==> src/rtl/fetch_queue.sv <==
// Decoupled instruction fetch: owns the fetch PC, issues credit-limited memory requests and
// buffers PC-tagged responses for the core. Optional macro FETCH_BYPASS_EN enables empty-queue bypass.
module fetch_queue #(
  parameter int                    DATA_WIDTH = 32,
  parameter int                    ADDR_WIDTH = 32,
  parameter int                    DEPTH      = 4,
  parameter logic [ADDR_WIDTH-1:0] RESET_PC   = '0
) (
  input  logic                  clk,
  input  logic                  rst,
  input  logic                  redirect,
  input  logic [ADDR_WIDTH-1:0] redirect_pc,
  output logic                  mem_req_valid,
  input  logic                  mem_req_ready,
  output logic [ADDR_WIDTH-1:0] mem_req_addr,
  input  logic                  mem_rsp_valid,
  input  logic [DATA_WIDTH-1:0] mem_rsp_data,
  output logic                  instr_valid,
  input  logic                  instr_ready,
  output logic [DATA_WIDTH-1:0] instr,
  output logic [ADDR_WIDTH-1:0] instr_pc
);
  localparam int CW = $clog2(DEPTH + 1);
  localparam int PW = $clog2(DEPTH);
  localparam logic [ADDR_WIDTH-1:0] PC_STEP = ADDR_WIDTH'(4);

  typedef enum logic [0:0] {S_FETCH = 1'b0, S_FLUSH = 1'b1} state_t;

  state_t                r_state, w_state_next;
  logic [ADDR_WIDTH-1:0] r_fetch_pc, w_fetch_pc_next;
  logic [ADDR_WIDTH-1:0] r_rsp_pc, w_rsp_pc_next;
  logic [CW-1:0]         r_count, w_count_next;
  logic [CW-1:0]         r_outstanding, w_outstanding_next;
  logic [CW-1:0]         r_discard_cnt, w_discard_next;
  logic [PW-1:0]         r_rd_ptr, r_wr_ptr;
  logic [DATA_WIDTH-1:0] r_data_mem [DEPTH];
  logic [ADDR_WIDTH-1:0] r_pc_mem [DEPTH];

  logic [CW:0]           w_credit;
  logic [ADDR_WIDTH-1:0] w_target;
  logic                  w_req_fire, w_rsp_fetch, w_push, w_pop, w_fifo_valid, w_bypass;

  assign w_target     = redirect_pc & ~ADDR_WIDTH'(3);
  assign w_credit     = {1'b0, r_count} + {1'b0, r_outstanding};
  assign w_fifo_valid = (r_count != '0);

  // Queue slots plus in-flight requests never exceed DEPTH, so a response always has room.
  assign mem_req_valid = !rst && !redirect && (r_state == S_FETCH) && (w_credit < (CW+1)'(DEPTH));
  assign mem_req_addr  = r_fetch_pc;
  assign w_req_fire    = mem_req_valid && mem_req_ready;

`ifdef FETCH_BYPASS_EN
  assign w_bypass = !rst && !redirect && (r_state == S_FETCH) && !w_fifo_valid && mem_rsp_valid;
`else
  assign w_bypass = 1'b0;
`endif

  assign instr_valid = !rst && (w_fifo_valid || w_bypass);
  assign instr       = w_fifo_valid ? r_data_mem[r_rd_ptr] : (w_bypass ? mem_rsp_data : '0);
  assign instr_pc    = w_fifo_valid ? r_pc_mem[r_rd_ptr] : r_rsp_pc;

  assign w_rsp_fetch = mem_rsp_valid && !redirect && (r_state == S_FETCH);
  assign w_pop       = w_fifo_valid && instr_ready && !redirect;
  assign w_push      = w_rsp_fetch && !(w_bypass && instr_ready);

  always_comb begin
    w_state_next       = r_state;
    w_fetch_pc_next    = r_fetch_pc;
    w_rsp_pc_next      = r_rsp_pc;
    w_discard_next     = r_discard_cnt;
    w_outstanding_next = r_outstanding + CW'(w_req_fire) - CW'(mem_rsp_valid);
    w_count_next       = r_count + CW'(w_push) - CW'(w_pop);
    if (redirect) begin
      // No request is accepted under redirect, so what remains in flight must all be discarded.
      w_fetch_pc_next = w_target;
      w_rsp_pc_next   = w_target;
      w_count_next    = '0;
      w_discard_next  = w_outstanding_next;
      w_state_next    = (w_outstanding_next != '0) ? S_FLUSH : S_FETCH;
    end else begin
      case (r_state)
        S_FETCH: begin
          if (w_req_fire)    w_fetch_pc_next = r_fetch_pc + PC_STEP;
          if (mem_rsp_valid) w_rsp_pc_next   = r_rsp_pc + PC_STEP;
        end
        S_FLUSH: begin
          if (mem_rsp_valid) w_discard_next = r_discard_cnt - CW'(1);
          if (w_discard_next == '0) w_state_next = S_FETCH;
        end
        default: w_state_next = S_FETCH;
      endcase
    end
  end

  always_ff @(posedge clk) begin
    if (rst) begin
      r_state       <= S_FETCH;
      r_fetch_pc    <= RESET_PC;
      r_rsp_pc      <= RESET_PC;
      r_count       <= '0;
      r_outstanding <= '0;
      r_discard_cnt <= '0;
      r_rd_ptr      <= '0;
      r_wr_ptr      <= '0;
    end else begin
      r_state       <= w_state_next;
      r_fetch_pc    <= w_fetch_pc_next;
      r_rsp_pc      <= w_rsp_pc_next;
      r_count       <= w_count_next;
      r_outstanding <= w_outstanding_next;
      r_discard_cnt <= w_discard_next;
      if (redirect) begin
        r_rd_ptr <= '0;
        r_wr_ptr <= '0;
      end else begin
        if (w_push) r_wr_ptr <= r_wr_ptr + PW'(1);
        if (w_pop)  r_rd_ptr <= r_rd_ptr + PW'(1);
      end
    end
  end

  for (genvar gi = 0; gi < DEPTH; gi++) begin : g_slot
    always_ff @(posedge clk) begin
      if (w_push && (r_wr_ptr == PW'(gi))) begin
        r_data_mem[gi] <= mem_rsp_data;
        r_pc_mem[gi]   <= r_rsp_pc;
      end
    end
  end

  always_ff @(posedge clk) begin
    if (!rst && w_push && !w_pop) assert (r_count != CW'(DEPTH));
  end
endmodule

==> config.mk <==
export PLATFORM = sky130hd
export DESIGN_NAME = fetch_queue
export DESIGN_NICKNAME = d
export VERILOG_FILES = /design/src/rtl/fetch_queue.sv
export SDC_FILE = /design/constraint.sdc
export NUM_CORES = 1
export LEC_CHECK = 0
export CORE_UTILIZATION = 25
export CTS_BUF_LIST = sky130_fd_sc_hd__clkbuf_4 sky130_fd_sc_hd__clkbuf_8
export DETAILED_ROUTE_END_ITERATION = 10
export SETUP_SLACK_MARGIN = 0.5
export SYNTH_ARGS = -nofsm -noshare
export SYNTH_HDL_FRONTEND = slang
export SYNTH_SLANG_ARGS = --single-unit
==> constraint.sdc <==
create_clock -name clk -period 4.86 [get_ports clk]
set_input_delay 0.486 -clock clk [delete_from_list [all_inputs] [get_ports clk]]
set_output_delay 0.486 -clock clk [all_outputs]
set_load 0.02 [all_outputs]
-- Word level (Yosys, flattened, before mapping)
Memories as Yosys holds them, arrays and structs flattened. A register that Yosys moved wholly into a read port is not among the register bits.
Cells that the tools add are included.
- $add $sub $neg: 10
- $lt $le $gt $ge: 1
- equality and inequality tests: 4
- multiplexer cells: 47
- bitwise operators: 1
- reductions and logical operators: 33
- operators by type and width (cell ; count):
    $mux 32 ; 14
    $reduce_or 32->1 ; 6
    $add 32x3->32 const B ; 2
    $mux 2 ; 10
    $mux 1 ; 18
    $mux 3 ; 5
    $logic_and 1x1->1 ; 13
    $reduce_and 2->1 ; 4
    $add 3x1->3 ; 2
    $reduce_bool 2->1 ; 3
    $reduce_bool 3->1 ; 2
    $sub 3x1->3 ; 2
    $add 2x1->2 const B ; 2
    $add 3x3->4 ; 1
    $eq 2x2->1 const B ; 2
    $lt 4x3->1 const B ; 1
    $logic_not 3->1 ; 1
    $sub 3x1->3 const B ; 1
    $eq 2x1->1 const B ; 1
    $logic_not 1->1 ; 2
    $logic_not 2->1 ; 1
    $ne 2x2->1 const B ; 1
    $reduce_or 2->1 ; 1
    $not 1->1 ; 1
- register bits: 78
- bits in writable memories: 256
- output and inout port bits: 98
- memories: 2
- memories (memory ; words ; width ; read ports ; clocked after Yosys merged registers in ; write ports ; line ; text):
    r_data_mem ; 4 ; 32 ; 1 ; 1 ; 1 ; 36 ; logic [DATA_WIDTH-1:0] r_data_mem [DEPTH];
    r_pc_mem ; 4 ; 32 ; 1 ; 1 ; 1 ; 37 ; logic [ADDR_WIDTH-1:0] r_pc_mem [DEPTH];

-- Longest topological paths before layout
- word-level depth: 10
- mapped depth: 14
- depth with buffers taken out: 12

-- Least setup slack after synthesis
Ideal clock, no wire load.
- path kind: input to register
- from: in mem_rsp_valid
- to: mem r_data_mem[0][0] (enable)
- library setup time: 427 ps
- arrival: 2663 ps
- data required time: 4433 ps
- slack: 1770 ps
- cell stages on the path: 4
- path buffers: 2
- cell sequence: buf_2 nor2b_1 buf_1 and3_1
- longest elaborated chain between the ends: 9
- elaborated cells between the ends (all ways): 23
- classes of those cells: mux (14); reduce/logical (9)
- RTL lines (item ; line ; text):
    from (decl) ; 16 ; input logic mem_rsp_valid,
    $logic_and 1x1->1 * (2 in a row) ; 62 ; assign w_rsp_fetch = mem_rsp_valid && !redirect && (r_state == S_FETCH);
    $logic_and 1x1->1 ; 124 ; if (w_push && (r_wr_ptr == PW'(gi))) begin
    $mux 1 ; 124 ;
    $mux 1 (not written as such) ; 125 ; r_data_mem[gi] <= mem_rsp_data;
    $reduce_or 32->1 (no line) ; -- ;
    $mux 2 (no line) / $mux 1 (equally long branches) (3 in a row) ; -- ;
    to (decl) ; 36 ;
Mark *: on every way between the ends. The rest lies on a longest branch, timed or not.

==> metrics.cfg <==
[run_status]
status=complete, no violations

[die]
ports=168
die_y_um=236
core.rowCount=85
core_um2=53900
initial_utilization_pct=25.4
die_w_um=236
design.die.area_um2=55700

[cts]
cts_root_buf=sky130_fd_sc_hd__clkbuf_8
cts.repair.resized=0
clk_path_buf_depth=3
cts_inserted_buffers=57
post_cts_setup_inserts=0
clk_pin_slew_worst_paths_ns=0.06
number_of_buffers_inserted_for_hold_repair_after_clock_tree_synthesis=0
cts_sinks=324
clock_insertion_delay_worst_skew_ns=0.64
cts_tree=built
cts-htree-levels=2

[synth]
yosys-top-cells-area=sky130_fd_sc_hd__edfxtp_1, sky130_fd_sc_hd__dfxtp_1, sky130_fd_sc_hd__mux4_2, sky130_fd_sc_hd__mux2_2, sky130_fd_sc_hd__nor2b_1
mappedNetlistArea_um2=13700
synth-seq-cells=324
syn_area_per_cell_um2=15.2
postSynthCellCount=900
synthArstFlopShare_pct=0
yosysSeqAreaShare_pct=65.6
synth_enable_flop_cells=248
postSynth.topFlopCell=sky130_fd_sc_hd__edfxtp_1
synth_top_area_cell=sky130_fd_sc_hd__edfxtp_1
netlist.area_leader.share_pct=54.4
synth.distinct_cells=57
yosysWarningCount=0

[layout]
n_fill_cell=5308
non_filler_instances=1821
ant_diodes=0
syn_to_final_growth_pct=25.5
layout.nets=1164
drive_above_1_share_pct=19.0

[detailed_routing]
post_route_m1_wl_um=15600
via_total_after_detailed_routing=8236
drt_iter0_markers=427
firstDrtPassIters=4
detailroute.wirelength.met3_um=1760
detail_route.vias_per_cell=4.52
drcViolationCount=0
route.antenna.remaining_nets=0
route.detailed.wl_per_inst_um=18.2
totalWireLength_um=33100
met2RoutedLength_um=15000
routed.top_layer=met4

[timing]
layout_setup_ws_ns=1.29
report.final.hold_viol_count=0
timing.setup.tns_ns=0
finalCriticalPeriod_ns=3.57
setup_viol=0
hold_ws_ns=0.469
clock-skew-final_ns=0.0409
timing.slew.headroom_pct=27.8
period_utilisation_layout_pct=73.4
drv_slew=0
worst_slew_pin_slew_ns=1.08
setup_repair_after_global_routing_missed_its_margin=false
max_freq_mhz=280

[critical_path]
rr_worst_depth=11
worstSetupEndpointType=primary output
critPathLaunchType=flip-flop
path_max_fanout=22
crit_end=instr_pc[21]
rr_startpoint=r_count[1]
cp_data_arrival_time_ns=3.08
timing.rr.end=r_state
setup.worst_path.class=flip-flop to primary output
required_ns=4.37
rrSetupSlack_ns=1.55

[pwr]
power.share.sequential_pct=50.5
vdd_ir_drop_max_uv=161
power_per_cell_area_nw_per_um2=368
combPwrFrac_pct=10.3
total_power_w=0.00632
internal_power_w=0.00476
net-switching-power_w=0.00156
leakage_nw=5.57
power.share.clock_pct=39.3
power.switching_fraction_pct=24.6

[grt]
grt_pass1_vias=8550
antenna_found_initial=0
grt_start_max_net_pins=63
overall_fraction_of_global_route_tracks_in_use_pct=11.9
grt_pass1_wl_um=50600
globalRouteOverflowTotal=0

[placement]
place_congestion=0.753
dp.final_hpwl_um=20200
port_buffers=161
placed_cells_incl_taps=1716
place_ws_ns=1.31

[run]
cap_violations=0

[hold_path]
min_path_type=primary input to flip-flop
timing.hold.worst.start=redirect_pc[7]

-- registers in the layout, indices dropped and copies added (netlist names), named ones only --
signal	count
mem_req_addr	30
r_data_mem	128
r_wr_ptr	2
r_pc_mem	120
r_state	1
r_count	3
r_rsp_pc	30
r_rd_ptr	2
r_discard_cnt	3
r_outstanding	3
-- worst min path at each step --
stage	endpoint	slack, ns	cells past startpoint
4_1_cts	mem_req_addr[7]	0.39	3
2_1_floorplan	r_discard_cnt[2]	0.45	2
3_5_place_dp	r_discard_cnt[2]	0.47	2
5_1_grt	r_data_mem[3][30]	0.46	1
3_3_place_gp	r_discard_cnt[2]	0.46	2
6_report	mem_req_addr[7]	0.47	3
-- metrics by stage --
stage / area (um^2) / utilization (%)
after global placement: 16000 / 29.8
after detailed placement: 16000 / 29.8
after CTS: 17200 / 31.9
after floorplan: 13700 / -
final: 17200 / 31.9
after global routing: 17200 / 31.9
-- logic make-up (layout without fill, tap and decap cells) --
family,Yosys count,count (layout),share of synthesized area (%)
flip-flops,324,324,65.6
AND/OR/NAND/NOR,222,222,9.19
AO/OA/AOI/OAI,117,117,5.60
multiplexers,94,94,12.8
buffers and inverters,84,306,2.56
XOR/XNOR,43,43,2.75
adder cells (fa/ha/maj),15,15,1.48
other,1,4,0.0274
-- synth_stat cells, drive strengths merged (22+ instances only) --
library cell,count
inv,30
buf,22
clkbuf,32
nand2,39
a21oi,30
mux4,62
edfxtp,248
dfxtp,76
nor2b,36
mux2,31
xnor2,24
nor2,43
-- final cells by class --
cell class	instances	area [um^2]	share of cell area (%)
flip-flops and latches	324	8980	52.3
multi-input cells	495	4400	25.6
repair buffers	171	1690	9.83
clock buffers	75	932	5.43
well taps	696	871	5.07
clock inverters	30	196	1.14
inverters	30	113	0.656
-- critical path: stages, from the launching register on --
cell	delay, ns
sky130_fd_sc_hd__dfxtp_4	0.65
sky130_fd_sc_hd__buf_4	0.40
sky130_fd_sc_hd__mux4_2	0.54
sky130_fd_sc_hd__mux2_2	0.30
sky130_fd_sc_hd__clkdlybuf4s50_1	0.54
-- power by group through the flow --
stage / logic (W) / registers [W] / clock network [W]
final: 0.000648 / 0.00319 / 0.00248
after global placement: 0.000651 / 0.00324 / 0
after CTS: 0.000663 / 0.00319 / 0.00259
after global routing: 0.000704 / 0.00320 / 0.00272
after detailed placement: 0.000660 / 0.00325 / 0
after floorplan: 0.000363 / 0.00323 / 0
-- cells in the final DEF, fill, tap and decap left out, types with 3 or more instances in the layout --
cell type and n:
sky130_fd_sc_hd__o21a_1 7, sky130_fd_sc_hd__and3_4 4, sky130_fd_sc_hd__buf_4 9, sky130_fd_sc_hd__inv_1 28, sky130_fd_sc_hd__conb_1 4, sky130_fd_sc_hd__xnor2_1 24
sky130_fd_sc_hd__or2_2 3, sky130_fd_sc_hd__a311oi_1 5, sky130_fd_sc_hd__clkinv_2 6, sky130_fd_sc_hd__nand2_1 39, sky130_fd_sc_hd__a21boi_0 19, sky130_fd_sc_hd__nor4_1 9
sky130_fd_sc_hd__a21oi_1 30, sky130_fd_sc_hd__nor2b_1 36, sky130_fd_sc_hd__and4_1 3, sky130_fd_sc_hd__dfxtp_1 74, sky130_fd_sc_hd__nand3_1 19, sky130_fd_sc_hd__edfxtp_1 248
sky130_fd_sc_hd__nand4_1 17, sky130_fd_sc_hd__and3_1 11, sky130_fd_sc_hd__ha_1 13, sky130_fd_sc_hd__a31oi_1 19, sky130_fd_sc_hd__nor2_1 43, sky130_fd_sc_hd__o31a_1 7
sky130_fd_sc_hd__nor3_1 7, sky130_fd_sc_hd__xor2_1 19, sky130_fd_sc_hd__clkbuf_8 59, sky130_fd_sc_hd__and2_1 4, sky130_fd_sc_hd__mux2_2 31, sky130_fd_sc_hd__or3_1 9
sky130_fd_sc_hd__a211oi_1 8, sky130_fd_sc_hd__clkbuf_4 16, sky130_fd_sc_hd__o21ai_0 14, sky130_fd_sc_hd__clkdlybuf4s50_1 159, sky130_fd_sc_hd__mux4_2 62, sky130_fd_sc_hd__clkinv_1 18
-- metal layers --
metal | up-vias | GRT usage, %
met2 | 236 | 18.5
met4 | 0 | 4.10
met1 | 4120 | 16.4
li1 | 3827 | -
met5 | - | 0
met3 | 53 | 2.67
Note: power is estimated with default switching activity, not from simulation.
